`config.mk`:
```
export PLATFORM = sky130hd
export DESIGN_NAME = mem_arbiter
export DESIGN_NICKNAME = d
export VERILOG_FILES = /design/src/rtl/mem_arbiter.sv
export SDC_FILE = /design/constraint.sdc
export NUM_CORES = 1
export LEC_CHECK = 0
export CAP_MARGIN = 5
export CELL_PAD_IN_SITES_DETAIL_PLACEMENT = 1
export CELL_PAD_IN_SITES_GLOBAL_PLACEMENT = 1
export CORE_MARGIN = 1
export CORE_UTILIZATION = 24
export CTS_BUF_LIST = sky130_fd_sc_hd__clkbuf_8 sky130_fd_sc_hd__clkbuf_16
export CTS_CLUSTER_DIAMETER = 80
export DETAILED_ROUTE_END_ITERATION = 7
export PLACE_DENSITY = 0.71
export SLEW_MARGIN = 25
export SYNTH_ARGS = -nofsm -noshare
export SYNTH_HDL_FRONTEND = slang
export SYNTH_SLANG_ARGS = --single-unit
```
`constraint.sdc`:
```
create_clock -name AXI_ACLK -period 1.5 [get_ports AXI_ACLK]
set_input_delay 0.3 -clock AXI_ACLK [delete_from_list [all_inputs] [get_ports AXI_ACLK]]
set_output_delay 0.3 -clock AXI_ACLK [all_outputs]
set_load 0.01 [all_outputs]
```
`src/rtl/mem_arbiter.sv`:
```
`default_nettype none
// ==========================================================================
// mem_arbiter : round-robin IF/LS arbiter onto one AXI-lite memory master
// Revision    : 1.0
// ==========================================================================
module mem_arbiter #(
  parameter int AXI_AWIDTH = 32,
  parameter int AXI_DWIDTH = 32
) (
  input  logic                    AXI_ACLK,
  input  logic                    AXI_ARESET,
  input  logic                    IF_REQ,
  input  logic [AXI_AWIDTH-1:0]   IF_ADDR,
  output logic [AXI_DWIDTH-1:0]   IF_RDATA,
  output logic                    IF_ERR,
  output logic                    IF_VALID,
  input  logic                    LS_REQ,
  input  logic                    LS_WE,
  input  logic [AXI_AWIDTH-1:0]   LS_ADDR,
  input  logic [AXI_DWIDTH-1:0]   LS_WDATA,
  input  logic [AXI_DWIDTH/8-1:0] LS_WSTRB,
  output logic [AXI_DWIDTH-1:0]   LS_RDATA,
  output logic                    LS_ERR,
  output logic                    LS_VALID,
  output logic [AXI_AWIDTH-1:0]   M_AWADDR,
  output logic                    M_AWVALID,
  input  logic                    M_AWREADY,
  output logic [AXI_DWIDTH-1:0]   M_WDATA,
  output logic [AXI_DWIDTH/8-1:0] M_WSTRB,
  output logic                    M_WVALID,
  input  logic                    M_WREADY,
  input  logic [1:0]              M_BRESP,
  input  logic                    M_BVALID,
  output logic                    M_BREADY,
  output logic [AXI_AWIDTH-1:0]   M_ARADDR,
  output logic                    M_ARVALID,
  input  logic                    M_ARREADY,
  input  logic [AXI_DWIDTH-1:0]   M_RDATA,
  input  logic [1:0]              M_RRESP,
  input  logic                    M_RVALID,
  output logic                    M_RREADY
);

  localparam int c_SW = AXI_DWIDTH / 8;

  typedef enum logic [1:0] {
    S_IDLE = 2'd0,
    S_RD   = 2'd1,
    S_WR   = 2'd2,
    S_DONE = 2'd3
  } state_t;

  state_t                r_state, w_state_nxt;
  logic                  r_gnt_ls, w_gnt_ls_nxt;
  logic                  r_last_ls, w_last_ls_nxt;
  logic [AXI_AWIDTH-1:0] r_addr, w_addr_nxt;
  logic [AXI_DWIDTH-1:0] r_wdata, w_wdata_nxt;
  logic [c_SW-1:0]       r_wstrb, w_wstrb_nxt;
  logic                  r_aw_done, w_aw_done_nxt;
  logic                  r_w_done, w_w_done_nxt;
  logic                  r_b_done, w_b_done_nxt;
  logic                  r_arvalid, w_arvalid_nxt;
  logic                  r_rready, w_rready_nxt;
  logic                  r_awvalid, w_awvalid_nxt;
  logic                  r_wvalid, w_wvalid_nxt;
  logic                  r_bready, w_bready_nxt;
  logic [AXI_DWIDTH-1:0] r_if_rdata, w_if_rdata_nxt;
  logic                  r_if_err, w_if_err_nxt;
  logic                  r_if_valid, w_if_valid_nxt;
  logic [AXI_DWIDTH-1:0] r_ls_rdata, w_ls_rdata_nxt;
  logic                  r_ls_err, w_ls_err_nxt;
  logic                  r_ls_valid, w_ls_valid_nxt;

  // On a tie the port that did not win last time is chosen.
  logic w_pick_ls;
  assign w_pick_ls = LS_REQ && (!IF_REQ || !r_last_ls);

  always_comb begin
    w_state_nxt    = r_state;
    w_gnt_ls_nxt   = r_gnt_ls;
    w_last_ls_nxt  = r_last_ls;
    w_addr_nxt     = r_addr;
    w_wdata_nxt    = r_wdata;
    w_wstrb_nxt    = r_wstrb;
    w_aw_done_nxt  = r_aw_done;
    w_w_done_nxt   = r_w_done;
    w_b_done_nxt   = r_b_done;
    w_arvalid_nxt  = r_arvalid;
    w_rready_nxt   = r_rready;
    w_awvalid_nxt  = r_awvalid;
    w_wvalid_nxt   = r_wvalid;
    w_bready_nxt   = r_bready;
    w_if_rdata_nxt = r_if_rdata;
    w_if_err_nxt   = r_if_err;
    w_if_valid_nxt = 1'b0;
    w_ls_rdata_nxt = r_ls_rdata;
    w_ls_err_nxt   = r_ls_err;
    w_ls_valid_nxt = 1'b0;

    case (r_state)
      S_IDLE: begin
        if (IF_REQ || LS_REQ) begin
          w_gnt_ls_nxt  = w_pick_ls;
          w_last_ls_nxt = w_pick_ls;
          w_addr_nxt    = w_pick_ls ? LS_ADDR : IF_ADDR;
          w_aw_done_nxt = 1'b0;
          w_w_done_nxt  = 1'b0;
          w_b_done_nxt  = 1'b0;
          if (w_pick_ls) begin
            w_wdata_nxt = LS_WDATA;
            w_wstrb_nxt = LS_WSTRB;
          end
          if (w_pick_ls && LS_WE) begin
            w_awvalid_nxt = 1'b1;
            w_wvalid_nxt  = 1'b1;
            w_bready_nxt  = 1'b1;
            w_state_nxt   = S_WR;
          end else begin
            w_arvalid_nxt = 1'b1;
            w_rready_nxt  = 1'b1;
            w_state_nxt   = S_RD;
          end
        end
      end

      S_RD: begin
        if (r_arvalid && M_ARREADY) w_arvalid_nxt = 1'b0;
        if (M_RVALID && r_rready) begin
          w_arvalid_nxt = 1'b0;
          w_rready_nxt  = 1'b0;
          if (r_gnt_ls) begin
            w_ls_rdata_nxt = M_RDATA;
            w_ls_err_nxt   = |M_RRESP;
            w_ls_valid_nxt = 1'b1;
          end else begin
            w_if_rdata_nxt = M_RDATA;
            w_if_err_nxt   = |M_RRESP;
            w_if_valid_nxt = 1'b1;
          end
          w_state_nxt = S_DONE;
        end
      end

      S_WR: begin
        if (r_awvalid && M_AWREADY) begin
          w_awvalid_nxt = 1'b0;
          w_aw_done_nxt = 1'b1;
        end
        if (r_wvalid && M_WREADY) begin
          w_wvalid_nxt = 1'b0;
          w_w_done_nxt = 1'b1;
        end
        // A response arriving before the data handshakes is kept until they finish.
        if (M_BVALID && r_bready) begin
          w_ls_err_nxt = |M_BRESP;
          w_bready_nxt = 1'b0;
          w_b_done_nxt = 1'b1;
        end
        if (w_aw_done_nxt && w_w_done_nxt && w_b_done_nxt) begin
          w_awvalid_nxt  = 1'b0;
          w_wvalid_nxt   = 1'b0;
          w_bready_nxt   = 1'b0;
          w_ls_valid_nxt = 1'b1;
          w_state_nxt    = S_DONE;
        end
      end

      S_DONE:  w_state_nxt = S_IDLE;
      default: w_state_nxt = S_IDLE;
    endcase
  end

  always_ff @(posedge AXI_ACLK) begin
    if (AXI_ARESET) begin
      r_state    <= S_IDLE;
      r_gnt_ls   <= 1'b0;
      r_last_ls  <= 1'b1;
      r_addr     <= '0;
      r_wdata    <= '0;
      r_wstrb    <= '0;
      r_aw_done  <= 1'b0;
      r_w_done   <= 1'b0;
      r_b_done   <= 1'b0;
      r_arvalid  <= 1'b0;
      r_rready   <= 1'b0;
      r_awvalid  <= 1'b0;
      r_wvalid   <= 1'b0;
      r_bready   <= 1'b0;
      r_if_rdata <= '0;
      r_if_err   <= 1'b0;
      r_if_valid <= 1'b0;
      r_ls_rdata <= '0;
      r_ls_err   <= 1'b0;
      r_ls_valid <= 1'b0;
    end else begin
      r_state    <= w_state_nxt;
      r_gnt_ls   <= w_gnt_ls_nxt;
      r_last_ls  <= w_last_ls_nxt;
      r_addr     <= w_addr_nxt;
      r_wdata    <= w_wdata_nxt;
      r_wstrb    <= w_wstrb_nxt;
      r_aw_done  <= w_aw_done_nxt;
      r_w_done   <= w_w_done_nxt;
      r_b_done   <= w_b_done_nxt;
      r_arvalid  <= w_arvalid_nxt;
      r_rready   <= w_rready_nxt;
      r_awvalid  <= w_awvalid_nxt;
      r_wvalid   <= w_wvalid_nxt;
      r_bready   <= w_bready_nxt;
      r_if_rdata <= w_if_rdata_nxt;
      r_if_err   <= w_if_err_nxt;
      r_if_valid <= w_if_valid_nxt;
      r_ls_rdata <= w_ls_rdata_nxt;
      r_ls_err   <= w_ls_err_nxt;
      r_ls_valid <= w_ls_valid_nxt;
    end
  end

  assign IF_RDATA  = r_if_rdata;
  assign IF_ERR    = r_if_err;
  assign IF_VALID  = r_if_valid;
  assign LS_RDATA  = r_ls_rdata;
  assign LS_ERR    = r_ls_err;
  assign LS_VALID  = r_ls_valid;
  assign M_AWADDR  = r_addr;
  assign M_AWVALID = r_awvalid;
  assign M_WDATA   = r_wdata;
  assign M_WSTRB   = r_wstrb;
  assign M_WVALID  = r_wvalid;
  assign M_BREADY  = r_bready;
  assign M_ARADDR  = r_addr;
  assign M_ARVALID = r_arvalid;
  assign M_RREADY  = r_rready;

endmodule
`default_nettype wire

```
==> flow_metrics.py <==
metrics = {
    "floorplan": {
        "die_width_um": 158,
        "rows": 56,
        "core_um2": 23700,
        "start_util_pct": 24.8,
        "dieArea_um2": 25100,
        "io_pins": 319,
        "die_h_um": 158,
    },
    "global_routing": {
        "grt_antenna_before_repair": 4,
        "overflow": 0,
        "grt_pass1_wl_mm": 33.2,
        "grt_use_total_pct": 17.2,
        "grt_pass1_vias": 6105,
        "grt_max_degree": 39,
    },
    "drt": {
        "ant_nets": 0,
        "vias_per_cell": 4.45,
        "route.detailed.drc": 0,
        "routed_wl_mm": 22.3,
        "vias": 6041,
        "drt_first_pass_iters": 4,
        "wl_per_cell_um": 16.5,
        "drtIter0Drc": 188,
    },
    "final_layout": {
        "drive_gt1_share_pct": 13.5,
        "synthToLayoutAreaGrowth_pct": 78.0,
        "regArea_um2": 2970,
        "design_area_um2": 10400,
        "n_fill_cell": 2818,
        "multi_input_area_um2": 2660,
        "nets": 1173,
        "utilization_pct": 44.1,
        "final_common_cell": "nand2_1",
        "layout_common_cells": "nand2_1, dlygate4sd2_1, dfxtp_1",
    },
    "clocking": {
        "cts_tree": "built",
        "cts_hold_buf": 0,
        "clock_path_buffers": 2,
        "cts_sinks": 148,
        "clk_pin_slew_ps": 60,
        "insertion_delay_ps": 420,
        "h-tree-depth": 4,
        "cts_inserted_buffers": 17,
        "clock-root-buffer": "clkbuf_16",
    },
    "logic_synthesis": {
        "syn_area_per_cell_um2": 8.25,
        "yosysWarnings": 0,
        "synth_cells": 711,
        "synth_fp_nets": 861,
        "syn-cell-area_um2": 5860,
        "ys.flop_type": "dfxtp_1",
        "synth-async-reset-ratio_pct": 0,
        "yosys_register_bits": 148,
        "netlist-cell-type-count": 34,
        "synth-edff-count": 0,
        "yosysSeqAreaShare_pct": 50.5,
    },
    "timing": {
        "setup_ws_ps": 25.7,
        "period_share_pct": 98.3,
        "slew-limit-headroom_pct": 60.9,
        "slew_viol_final": 0,
        "final.min_clock_period_ps": 1470,
        "skew_ps": 11.5,
        "clock.fmax_mhz": 678,
        "finalSetupViolCount": 0,
        "rsz0062_at_grt": "true",
        "worstMarginPinSlew_ps": 580,
        "hold_ws_ps": 286,
        "hold_viol": 0,
        "tns_ps": 0,
    },
    "setup_path": {
        "cp.required_ps": 1810,
        "path_class": "reg2reg",
        "start_kind": "flip-flop",
        "crit_arrival_ps": 1790,
        "crit_path_end_kind": "flip-flop",
        "worstPathMaxFanout": 4,
    },
    "run": {
        "maxCapViolCount": 0,
    },
    "placement": {
        "place_area_um2": 9630,
        "finalWeightedCongestion": 0.752,
        "dp_hpwl_mm": 16.4,
        "port_buffers": 318,
        "pre_cts_slack_ps": -551,
    },
    "power": {
        "p_per_area_nw_per_um2": 1400,
        "p_leak_nw": 4.50,
        "peakVddDrop_uv": 649,
    },
    "worst_hold_path": {
        "hp-class": "in2reg",
    },
    "run_status": {
        "outcome": "finished clean",
    },
}
[critical path: stages, from the launching register on]
cell      delay [ps]
dfxtp_2          360
buf_6            120
ha_4             160
buf_6            110
o31ai_4           80
buf_6            140
buf_4            130
a311oi_2         270
[metal layers]
layer	track usage, %	up-vias	part of all wire (%)
met5	0	-	0.058
met3	5.33	26	7.3
met1	19.5	2851	40
li1	-	2972	-
met2	30.2	190	51
met4	5.77	2	1.7
[registers in the layout (all words and copies together), names as in the netlist, 2 cells and up]
register / cells
IF_RDATA: 32
LS_RDATA: 32
M_ARADDR: 32
M_WDATA: 32
M_WSTRB: 4
r_state: 2
[metrics by stage]
stage	std cells	total power, mW
2_1_floorplan	711	7.36
3_3_place_gp	1314	9.88
3_5_place_dp	1314	10.0
4_1_cts	1347	14.2
5_1_grt	1355	15.4
6_report	1357	14.6
[synth_stat cells, drive strengths merged, types with 6 or more instances]
cell,number,share of area [%]
nand2,208,13
dfxtp,148,51
a21oi,111,9.5
buf,53,6.0
nor2,40,2.6
a211oi,34,4.4
mux2i,32,5.5
clkbuf,30,1.9
inv,9,0.58
a221oi,6,0.90
[cells by family after synthesis]
group / Yosys count / share of synthesized area, %
buffers and inverters: 92 / 8.51
adder cells (fa/ha/maj): 4 / 0.854
flip-flops: 148 / 50.5
AO/OA/AOI/OAI: 167 / 16.7
multiplexers: 32 / 5.46
AND/OR/NAND/NOR: 268 / 17.9
[area by class of cell]
type | instances | area share (%)
Antenna cell | 3 | 0.0719
Inverter | 9 | 0.372
Multi-Input combinational cell | 471 | 25.5
Tap cell | 319 | 3.82
Clock buffer | 17 | 4.08
Sequential cell | 148 | 28.5
Timing Repair Buffer | 376 | 36.2
Clock inverter | 14 | 1.46
[power by group]
group	leakage, nW	internal [mW]	total (mW)	switching (mW)
logic	3.01	2.79	5.40	2.61
clock network	0.278	2.46	4.26	1.80
registers	1.21	4.50	4.90	0.403
total	4.50	9.75	14.6	4.81
[worst paths after layout]
kind                                     end  cells past startpoint          from  slack [ps]
worst max-delay path              r_state[1]                      7    r_state[1]          30
worst min-delay path               r_aw_done                      2    AXI_ARESET         290
worst max register to register    r_state[1]                      7    r_state[1]          30
worst min register to register  LS_RDATA[30]                      2  LS_RDATA[30]         450
[what timing repair did]
action	CTS	global route
setup endpoints to repair	318	104
pin swaps	2	9
buffers inserted	1	5
cloned	1	2
resized for setup	197	46
Note: power is estimated with default switching activity, not from simulation.
